### config.mk
export PLATFORM = sky130hd
export DESIGN_NAME = vsr_line_fetch
export DESIGN_NICKNAME = d
export VERILOG_FILES = /design/src/rtl/vsr_line_fetch.sv
export SDC_FILE = /design/constraint.sdc
export NUM_CORES = 1
export LEC_CHECK = 0
export BUFFER_PORTS_ARGS = -buffer_cell sky130_fd_sc_hd__buf_4
export CAP_MARGIN = 5
export CORE_MARGIN = 3
export CORE_UTILIZATION = 36
export CTS_CLUSTER_DIAMETER = 50
export DETAILED_ROUTE_END_ITERATION = 7
export PLACE_DENSITY = 0.53
export SLEW_MARGIN = 40
export SYNTH_ARGS = -nofsm -noshare
export SYNTH_HDL_FRONTEND = slang
export SYNTH_SLANG_ARGS = --single-unit
### constraint.sdc
create_clock -name clk -period 5.16 [get_ports clk]
set_input_delay 0.774 -clock clk [delete_from_list [all_inputs] [get_ports clk]]
set_output_delay 0.774 -clock clk [all_outputs]
set_load 0.1 [all_outputs]
### src/rtl/vsr_line_fetch.sv
// Per-plane video line fetcher: reads each active line from RAM in 4-word bursts into a fall-through FIFO.
// Optional LINE_FETCH_UNDERFLOW_EN adds sticky underflow flag and saturating underflow counter outputs.
module vsr_line_fetch #(
  parameter int WORDS_PER_LINE = 384,
  parameter int FIFO_DEPTH     = 16
) (
  input  logic        clk,
  input  logic        reset,
  input  logic        reload_vsr,
  input  logic [21:0] vsr,
  input  logic        line_start,
  output logic [21:0] address,
  output logic        as,
  input  logic [15:0] din,
  input  logic        burstdata_valid,
  input  logic        bus_ack,
  input  logic        pix_rd,
  output logic [15:0] pix_data,
  output logic        pix_empty,
  output logic        line_done
`ifdef LINE_FETCH_UNDERFLOW_EN
  ,
  output logic        underflow,
  output logic [15:0] underflow_cnt
`endif
);

  localparam int AW  = $clog2(FIFO_DEPTH);
  localparam int CW  = AW + 1;
  localparam int WLW = $clog2(WORDS_PER_LINE + 1);

  typedef enum logic [1:0] {IDLE, REQ, DATA, DRAIN} state_t;

  state_t state, next_state;

  logic [21:0]    cur_ptr;
  logic [21:0]    vsr_ptr;
  logic [21:0]    pending_ptr;
  logic           pending_valid;
  logic [WLW-1:0] words_left;

  logic [15:0]    fifo_mem [FIFO_DEPTH];
  logic [AW-1:0]  wr_ptr;
  logic [AW-1:0]  rd_ptr;
  logic [CW-1:0]  count;

  logic space_ok;
  logic burst_busy;
  logic fifo_push;
  logic fifo_pop;

  // A burst is only requested when all four of its words are guaranteed a slot.
  assign space_ok   = (count <= CW'(FIFO_DEPTH - 4));
  assign burst_busy = (state == DATA) || (state == DRAIN);
  assign fifo_push  = (state == DATA) && burstdata_valid && (words_left != '0) && !line_start;
  assign fifo_pop   = pix_rd && (count != '0) && !line_start;

  assign pix_data  = fifo_mem[rd_ptr];
  assign pix_empty = (count == '0);
  assign line_done = !reset && fifo_push && (words_left == WLW'(1));

  always_ff @(posedge clk) begin
    if (reset) state <= IDLE;
    else       state <= next_state;
  end

  always_comb begin
    next_state = state;
    if (line_start) begin
      // An outstanding burst must still be terminated by bus_ack before a new request.
      if (burst_busy && !bus_ack) next_state = DRAIN;
      else                        next_state = REQ;
    end else begin
      case (state)
        IDLE:  next_state = IDLE;
        REQ: begin
          if (words_left == '0) next_state = IDLE;
          else if (space_ok)    next_state = DATA;
        end
        DATA:  if (bus_ack) next_state = REQ;
        DRAIN: if (bus_ack) next_state = REQ;
        default: next_state = IDLE;
      endcase
    end
  end

  always_ff @(posedge clk) begin
    if (reset) begin
      as            <= 1'b0;
      address       <= '0;
      cur_ptr       <= '0;
      vsr_ptr       <= '0;
      pending_ptr   <= '0;
      pending_valid <= 1'b0;
      words_left    <= '0;
    end else begin
      if (reload_vsr) begin
        pending_ptr   <= vsr;
        pending_valid <= 1'b1;
      end
      if (line_start) begin
        // A reload in the same cycle wins; otherwise continue where the last burst ended.
        if (reload_vsr)         cur_ptr <= vsr;
        else if (pending_valid) cur_ptr <= pending_ptr;
        else                    cur_ptr <= vsr_ptr;
        pending_valid <= 1'b0;
        words_left    <= WLW'(WORDS_PER_LINE);
        as            <= burst_busy && !bus_ack;
      end else begin
        case (state)
          REQ: begin
            if ((words_left != '0) && space_ok) begin
              as      <= 1'b1;
              address <= cur_ptr;
            end
          end
          DATA: begin
            if (burstdata_valid && (words_left != '0)) words_left <= words_left - WLW'(1);
            if (bus_ack) begin
              as      <= 1'b0;
              cur_ptr <= cur_ptr + 22'd8;
              vsr_ptr <= cur_ptr + 22'd8;
            end
          end
          DRAIN: if (bus_ack) as <= 1'b0;
          default: ;
        endcase
      end
    end
  end

  // A new line flushes the FIFO, overriding any push or pop in that cycle.
  always_ff @(posedge clk) begin
    if (reset || line_start) begin
      wr_ptr <= '0;
      rd_ptr <= '0;
      count  <= '0;
    end else begin
      if (fifo_push) wr_ptr <= wr_ptr + AW'(1);
      if (fifo_pop)  rd_ptr <= rd_ptr + AW'(1);
      case ({fifo_push, fifo_pop})
        2'b10:   count <= count + CW'(1);
        2'b01:   count <= count - CW'(1);
        default: count <= count;
      endcase
    end
  end

  always_ff @(posedge clk) begin
    if (fifo_push) fifo_mem[wr_ptr] <= din;
  end

`ifdef LINE_FETCH_UNDERFLOW_EN
  // Reads on an empty FIFO only count while a line is being fetched.
  always_ff @(posedge clk) begin
    if (reset) begin
      underflow     <= 1'b0;
      underflow_cnt <= '0;
    end else if (pix_rd && pix_empty && ((words_left != '0) || (state != IDLE))) begin
      underflow <= 1'b1;
      if (underflow_cnt != 16'hFFFF) underflow_cnt <= underflow_cnt + 16'd1;
    end
  end
`else
  // Without the monitor a read on an empty FIFO is simply ignored.
`endif

endmodule
Word-level counts from Yosys, hierarchy flattened

Memory sizes are Yosys's and may differ from the RTL's. A register that Yosys moved wholly into a read port is not among the register bits.
Index checks and enable logic that the tools add are counted.

Bitwise gates (word level): 1
Reduce and logical (&&, ||, !) cells: 34
Shifts and indexed selects: 0
Order comparisons: 1
$mul: 0
Muxes and demuxes: 23
Eq/ne operators: 9
Div/mod/pow operators: 0
$add $sub $neg: 6

Operator list:

| kind                                                                             | count |
|---|---|
| 22-bit two-way mux                                                               | 5 |
| 9-bit two-way mux                                                                | 3 |
| 22-bit by 4-bit adder with 22-bit output, second input constant                  | 1 |
| 1-bit logical AND                                                                | 10 |
| 2-bit two-way mux                                                                | 5 |
| 5-bit one-hot mux with 2 select lines                                            | 1 |
| 9-bit by 1-bit == test with 1-bit output, second input constant                  | 1 |
| 9-bit logical NOT                                                                | 1 |
| 3-bit AND reduction                                                              | 3 |
| 9-bit nonzero test                                                               | 1 |
| 9-bit by 1-bit subtractor with 9-bit output, second input constant               | 1 |
| 4-bit by 1-bit adder with 4-bit output, second input constant                    | 2 |
| 4-bit two-way mux                                                                | 2 |
| 2-bit AND reduction                                                              | 4 |
| 2-bit nonzero test                                                               | 4 |
| 2-bit == test, second input constant                                             | 3 |
| 2-bit one-hot mux with 3 select lines                                            | 1 |
| 5-bit by 1-bit adder with 5-bit output, second input constant                    | 1 |
| 5-bit by 4-bit less-or-equal comparator with 1-bit output, second input constant | 1 |
| 5-bit logical NOT                                                                | 1 |
| 1-bit two-way mux                                                                | 5 |
| 5-bit nonzero test                                                               | 1 |
| 5-bit by 1-bit subtractor with 5-bit output, second input constant               | 1 |
| 2-bit by 1-bit == test with 1-bit output, second input constant                  | 2 |
| 10 further kinds                                                                 | 14 |

Bits in latches: 0
Input bits: 45
Bits in registers: 114
Memories: 1
Bits in writable memories: 256
Output and inout port bits: 41
Bits in read-only memories: 0

Memories:

| name     | words | width | rd ports | clocked after memory_dff | wr ports | line | source |
|---|---|---|---|---|---|---|---|
| fifo_mem | 16    | 16    | 1        | 1                        | 1        | 42   | `logic [15:0] fifo_mem [FIFO_DEPTH];` |

Logic depth before layout (Yosys ltp)

Gate-level depths: netlist of the first run.

Depth in word-level cells: 6
Mapped depth: 14
Gate-level depth less buffers: 12

Worst setup path after synthesis of the first run

Ideal clock, no wire load.

Path kind: input-to-output
From: input port reset
To: output port line_done
Arrival time: 2.838 ns
Cell stages on the path: 5
Setup slack: 1.548 ns
Required time: 4.386 ns
Cells stage by stage: clkbuf_1 nor2_1 clkbuf_1 nand3_1 nor2_1

Cells in the longest elaborated chain, start to end: 3

RTL lines:

| element                        | line | source |
|---|---|---|
| start, declared                | 8    | `input logic reset,` |
| 1-bit logical NOT              | 60   | `assign line_done = !reset && fifo_push && (words_left == WLW'(1));` |
| 1-bit logical AND (2 in a row) | 60   |  |
| end, declared                  | 20   | `output logic line_done` |

No other way between the ends.

==> flow_metrics.py, run 1 <==
metrics = {
    "outcome": {
        "run_status": "complete, no violations",
    },
    "critical_path": {
        "crit_type": "flop to output port",
        "crit_buf_inv": 2,
        "cp_slowest_cell": "dfxtp_2",
        "cp-end-kind": "output port",
        "required_ps": 4390,
        "crit_family": "flip-flops",
        "worstPathCellList": "buf_4 -> mux4_2 -> a22oi_1 -> nand2_1 -> buf_4",
        "crit_top_cell": "buf_4",
        "crit_fanout": 27,
        "worstPathArrival_ps": 2930,
        "timing.rr.start": "words_left[0]$_SDFFE_PP0P_",
        "startpoint_type": "flop",
        "slowest_delay_ps": 800,
    },
    "synthesis": {
        "synth.top_cell.area_share_pct": 49.94,
        "yosysMostFrequentCell": "edfxtp_1",
        "syn_nets": 1163,
        "synth_common_cells": "edfxtp_1 (256), dfxtp_1 (118), nand2_1 (75)",
        "synth_cells": 1106,
        "synth-seq-cells": 374,
        "ys_seq_area_share_pct": 65.28,
        "synth_edf_count": 256,
        "synthArstFlopShare_pct": 0,
        "syn_area_um2": 15390,
        "synth.area.top_cells": "edfxtp_1 (50%), dfxtp_1 (15%), mux4_2 (9.4%), mux2i_1 (2.2%), a21oi_1 (1.9%)",
        "synth_ff_type": "edfxtp_1",
        "syn_avg_cell_area_um2": 13.92,
        "yosysTopAreaCell": "edfxtp_1",
        "yosys_warnings": 0,
        "ys_types": 57,
    },
    "routing": {
        "highest_layer": "met4",
        "dr_wl_met3_um": 1614,
        "wl_per_cell_um": 20.56,
        "met1_length_um": 16070,
        "wirelength_um": 35830,
        "ant_nets": 0,
        "num_vias": 9321,
        "drtIter0Drc": 525,
        "drt_pre_antenna_iters": 5,
        "avgViaCountPerCell": 5.348,
        "dr_wl_met2_um": 17510,
        "drc": 0,
    },
    "clock_network": {
        "insertion_delay_ps": 540,
        "ctsResizeCount": 0,
        "clock_sinks": 374,
        "clk_pin_slew_ps": 60,
        "cts_tree": "built",
        "cts_root_buf": "clkbuf_16",
        "cts_buffer_depth": 3,
        "cts_setup_buffers": 0,
        "numCtsBuffers": 44,
        "postCtsHoldBufs": 0,
        "h-tree-depth": 2,
    },
    "global_routing": {
        "grt_usage_pct": 15.96,
        "grt_start_max_net_pins": 82,
        "antenna_found_initial": 0,
        "grt_pass1_wl_um": 55720,
        "overflow": 0,
        "grt_pass1_vias": 9539,
    },
    "sta": {
        "worst_slew_pin_slew_ps": 871.2,
        "finalSetupViolCount": 0,
        "grt_setup_unrepaired": "false",
        "slew_headroom_pct": 41.71,
        "whs_ps": 458.7,
        "fmax_mhz": 269.8,
        "finalHoldViolCount": 0,
        "skew_ps": 10.04,
        "finalSetupTns_ps": 0,
        "fin_crit_sh_pct": 71.84,
        "period_needed_ps": 3707,
        "slew_viol_final": 0,
    },
    "place": {
        "gp_congestion": 0.7496,
        "dp_cells": 1660,
        "dp_hpwl_um": 22360,
        "portBuffers": 85,
    },
    "finish": {
        "stdcell_count": 1743,
        "nets": 1225,
        "regArea_um2": 10050,
        "multi_input_area_um2": 5136,
        "drive_above_1_share_pct": 21.59,
        "fillerInstances": 3805,
        "diodes": 0,
        "area_growth_pct": 17.61,
    },
    "worst_hold_path": {
        "hp-start": "vsr_ptr[2]$_SDFFE_PP0P_",
        "holdCritPathClass": "flop to flop",
    },
    "pwr": {
        "seq_power_share_pct": 49.7,
        "p_leak_nw": 5.771,
        "pwr-share-comb_pct": 3.2,
        "pwr-share-clk_pct": 47.1,
        "p_sw_mw": 1.428,
        "internal_power_mw": 5.136,
        "swShare_pct": 21.76,
        "power_mw": 6.564,
        "p_per_area_nw_per_um2": 362.6,
        "peakVddDrop_uv": 222.6,
    },
    "die": {
        "core_area_um2": 42130,
        "start_util_pct": 36.53,
        "die_w_um": 212.8,
        "ioPinCount": 86,
        "row_count": 75,
        "die_height_um": 212.8,
        "die_area_um2": 45280,
    },
    "flow_run": {
        "maxCapViolations": 0,
    },
}
==> sequential cells by signal (all words and copies together), names as in the netlist, named ones only <==
name and count:
pending_valid 1, fifo_mem 256, vsr_ptr 22, as 1, cur_ptr 22, pending_ptr 22
count 5, words_left 9, state 2, address 22, rd_ptr 4, wr_ptr 4
==> stage by stage <==
stage          cell area, um^2  utilization [%]  setup slack [ps]
4_1_cts                  18070            42.90              1285
5_1_grt                  18100            42.97              1257
6_report                 18100            42.97              1453
3_5_place_dp             16620            39.45              1872
3_3_place_gp             16530            39.23              1893
2_1_floorplan            15390                -              1548
==> cell type report <==
type	instances	share of cell area [%]
multi-input cells	642	28.37
clock inverters	29	1.520
flip-flops and latches	374	55.54
inverters	7	0.1451
well taps	539	3.725
repair buffers	99	4.195
clock buffers	53	6.504
==> worst register-to-register path, delay by kind of cell, from the launching register on <==
family,cells,cell delay [ps]
AOI/OAI and AO/OA,3,800
xor gates and xnor gates,2,240
adders and majority gates,3,730
buffers and inverters,1,100
DFF,1,370
and+or+nand+nor,3,1070
==> metal layers <==
metal / global-route usage [%] / vias up
met3: 3.027 / 53
met4: 3.877 / 0
met5: 0 / -
met1: 21.54 / 4657
met2: 26.84 / 206
li1: - / 4405
==> power groups by stage <==
stage               clock [mW]  combinational, mW  sequential [mW]
floorplan                    0              0.116             3.32
detailed placement           0              0.216             3.32
finish                    3.09              0.213             3.26
global route              3.28              0.235             3.26
global placement             0              0.211             3.32
CTS                       3.17              0.216             3.26
==> cells in the final DEF (no fill, tap or decap), types with 4 or more instances in the layout <==
master | synthesis | routed
buf_4 | 0 | 97
ha_1 | 12 | 12
o31ai_1 | 5 | 5
inv_6 | 0 | 4
bufinv_16 | 0 | 4
a21oi_1 | 57 | 57
nand3b_1 | 5 | 5
clkbuf_16 | 0 | 46
a211oi_1 | 20 | 20
nor3_1 | 13 | 13
mux4_2 | 64 | 64
clkbuf_1 | 60 | 7
nor4_1 | 7 | 7
clkinv_1 | 0 | 8
nand3_1 | 43 | 43
or4_1 | 7 | 7
o21ai_0 | 55 | 55
mux2i_1 | 34 | 34
a22oi_1 | 34 | 34
edfxtp_1 | 256 | 256
nand2_1 | 75 | 75
nor2_1 | 74 | 58
inv_1 | 7 | 7
nand2b_1 | 23 | 23
nand4_1 | 5 | 5
o211ai_1 | 8 | 8
xnor2_1 | 13 | 13
or3_1 | 15 | 15
clkinv_2 | 0 | 6
xor2_1 | 13 | 13
a311oi_1 | 10 | 10
dfxtp_1 | 118 | 116
nor2_4 | 0 | 16
==> kinds of logic (layout without fill, tap and decap cells) <==
logic type	after synthesis	after routing	share of synthesized area, %
adder cells (fa/ha/maj)	12	12	0.9753
multiplexers	98	98	11.57
AND/OR/NAND/NOR	294	294	9.607
flip-flops	374	374	65.28
XOR/XNOR	26	26	1.479
AO/OA/AOI/OAI	212	212	8.746
buffers and inverters	90	188	2.333
==> final timing paths <==
| check | endpoint | slack [ps] | cells past startpoint |
|---|---|---|---|
| worst max-delay path | pix_data[2] | 1450 | 5 |
| worst min-delay path | vsr_ptr[2]$_SDFFE_PP0P_ | 460 | 2 |
| worst max register to register | count[2]$_SDFFE_PP0P_ | 1760 | 12 |
| worst min register to register | vsr_ptr[2]$_SDFFE_PP0P_ | 460 | 2 |
No activity file was read; power rests on OpenSTA's default activity.
==> inputs of run 2 (changes only) <==
==> constraint.sdc (replaced) <==
create_clock -name clk -period 3.57 [get_ports clk]
set_input_delay 0.5355 -clock clk [delete_from_list [all_inputs] [get_ports clk]]
set_output_delay 0.5355 -clock clk [all_outputs]
set_load 0.1 [all_outputs]
==> flow_metrics.py, run 2 (synthesis gave the netlist of run 1 again) <==
metrics = {
    "routing": {
        "avgViaCountPerCell": 5.348,
        "drtIter0Drc": 643,
        "drc": 0,
        "num_vias": 9429,
        "wirelength_um": 37310,
        "ant_nets": 0,
        "drt_pre_antenna_iters": 5,
        "wl_per_cell_um": 21.16,
    },
    "place": {
        "dp_hpwl_um": 22830,
        "portBuffers": 85,
        "gp_congestion": 0.7527,
    },
    "sta": {
        "finalSetupTns_ps": 0,
        "finalHoldViolCount": 0,
        "period_needed_ps": 3332,
        "fmax_mhz": 300.1,
        "fin_crit_sh_pct": 93.34,
        "slew_viol_final": 0,
        "grt_setup_unrepaired": "false",
        "slew_headroom_pct": 48.10,
        "worst_slew_pin_slew_ps": 778.5,
        "finalSetupViolCount": 0,
        "skew_ps": 21.46,
    },
    "clock_network": {
        "cts_setup_buffers": 0,
        "clock_sinks": 374,
        "clk_pin_slew_ps": 60,
        "postCtsHoldBufs": 0,
        "h-tree-depth": 2,
        "cts_root_buf": "clkbuf_16",
        "cts_tree": "built",
        "numCtsBuffers": 44,
        "cts_buffer_depth": 3,
        "ctsResizeCount": 0,
        "insertion_delay_ps": 570,
    },
    "die": {
        "start_util_pct": 36.53,
        "row_count": 75,
        "ioPinCount": 86,
        "die_area_um2": 45280,
        "die_w_um": 212.8,
        "core_area_um2": 42130,
        "die_height_um": 212.8,
    },
    "finish": {
        "regMostFlops": "fifo_mem",
        "layout.cells.most_common": "edfxtp_1",
        "final_cell_mix": "edfxtp_1 (256), buf_4 (119), dfxtp_1 (116)",
        "area_growth_pct": 19.12,
        "multi_input_area_um2": 5067,
        "fillerInstances": 3778,
        "regArea_um2": 10050,
        "largest_reg_flops": 256,
        "nets": 1247,
        "drive_above_1_share_pct": 23.04,
        "utilization_pct": 43.52,
        "diodes": 0,
    },
    "critical_path": {
        "required_ps": 3030,
        "crit_type": "flop to output port",
        "slowest_delay_ps": 730,
        "startpoint_type": "flop",
        "crit_top_cell": "buf_4",
        "cp-end-kind": "output port",
        "cp_slowest_cell": "dfxtp_4",
        "crit_fanout": 28,
        "worstPathArrival_ps": 2800,
        "worstPathCellList": "buf_4 -> mux4_2 -> a22oi_1 -> nand2_1 -> buf_4",
    },
    "global_routing": {
        "grt_start_max_net_pins": 70,
        "antenna_found_initial": 0,
        "grt_usage_pct": 16.76,
        "overflow": 0,
        "grt_pass1_vias": 9639,
        "grt_pass1_wl_um": 57680,
    },
    "pwr": {
        "p_leak_nw": 5.935,
        "peakVddDrop_uv": 283.6,
        "p_per_area_nw_per_um2": 536.6,
    },
    "worst_hold_path": {
        "holdCritPathClass": "primary input to flop",
    },
    "flow_run": {
        "maxCapViolations": 0,
    },
    "outcome": {
        "run_status": "complete, no violations",
    },
}
## run 2: cell count changes in the layout (fill, tap and decap cells not counted), sizes merged
cell / change
buf: +22
bufinv: +5
clkinv: -4
inv: -4
clkinvlp: +1
## run 2: report_power, final
group	internal (mW)	switching, mW
registers	4.66	0.0564
logic	0.101	0.196
clock network	3.00	1.82
total	7.76	2.07
## run 2: final timing paths
path,cells after the start,slack (ps),to,from
worst min register to register,2,450,vsr_ptr[4]$_SDFFE_PP0P_,vsr_ptr[4]$_SDFFE_PP0P_
worst max register to register,12,380,count[2]$_SDFFE_PP0P_,words_left[1]$_SDFFE_PP0P_
worst max-delay path,5,240,pix_data[11],flop
worst min-delay path,3,220,pending_ptr[14]$_SDFFE_PP0P_,vsr[14]
## run 2: stage by stage
| step | cells | power, mW | setup slack (ps) | area, um^2 | hold WS [ps] |
|---|---|---|---|---|---|
| 2_1_floorplan | 1106 | 4.964 | 428.8 | 15390 | 435.7 |
| 3_3_place_gp | 1683 | 5.103 | 501.2 | 16730 | 443.1 |
| 3_5_place_dp | 1683 | 5.110 | 443.8 | 16750 | 451.2 |
| 4_1_cts | 1763 | 9.973 | 110.3 | 18340 | 184.8 |
| 5_1_grt | 1763 | 10.17 | 19.61 | 18340 | 208.0 |
| 6_report | 1763 | 9.839 | 237.8 | 18340 | 224.1 |
## run 2: final cells by class
cell class,count,share of cell area (%)
clock buffers,53,6.360
well taps,539,3.678
flip-flops and latches,374,54.83
multi-input cells,642,27.64
repair buffers,121,5.090
clock inverters,27,2.259
inverters,7,0.1433
## run 2: per-layer routing
metal | track usage, % | part of all wire [%] | vias to the layer above
li1 | - | - | 4437
met1 | 21.65 | 43 | 4717
met2 | 28.32 | 49 | 219
met3 | 2.997 | 4.4 | 56
met4 | 6.332 | 2.8 | 0
met5 | 0 | 0 | -
## run 2: worst max-delay path: cells and delay by family (launching register included)
kind / cells / cell delay, ps
AO/OA/AOI/OAI: 1 / 230
buffers and inverters: 2 / 590
flip-flops: 1 / 730
multiplexers: 1 / 530
AND/OR/NAND/NOR: 1 / 90
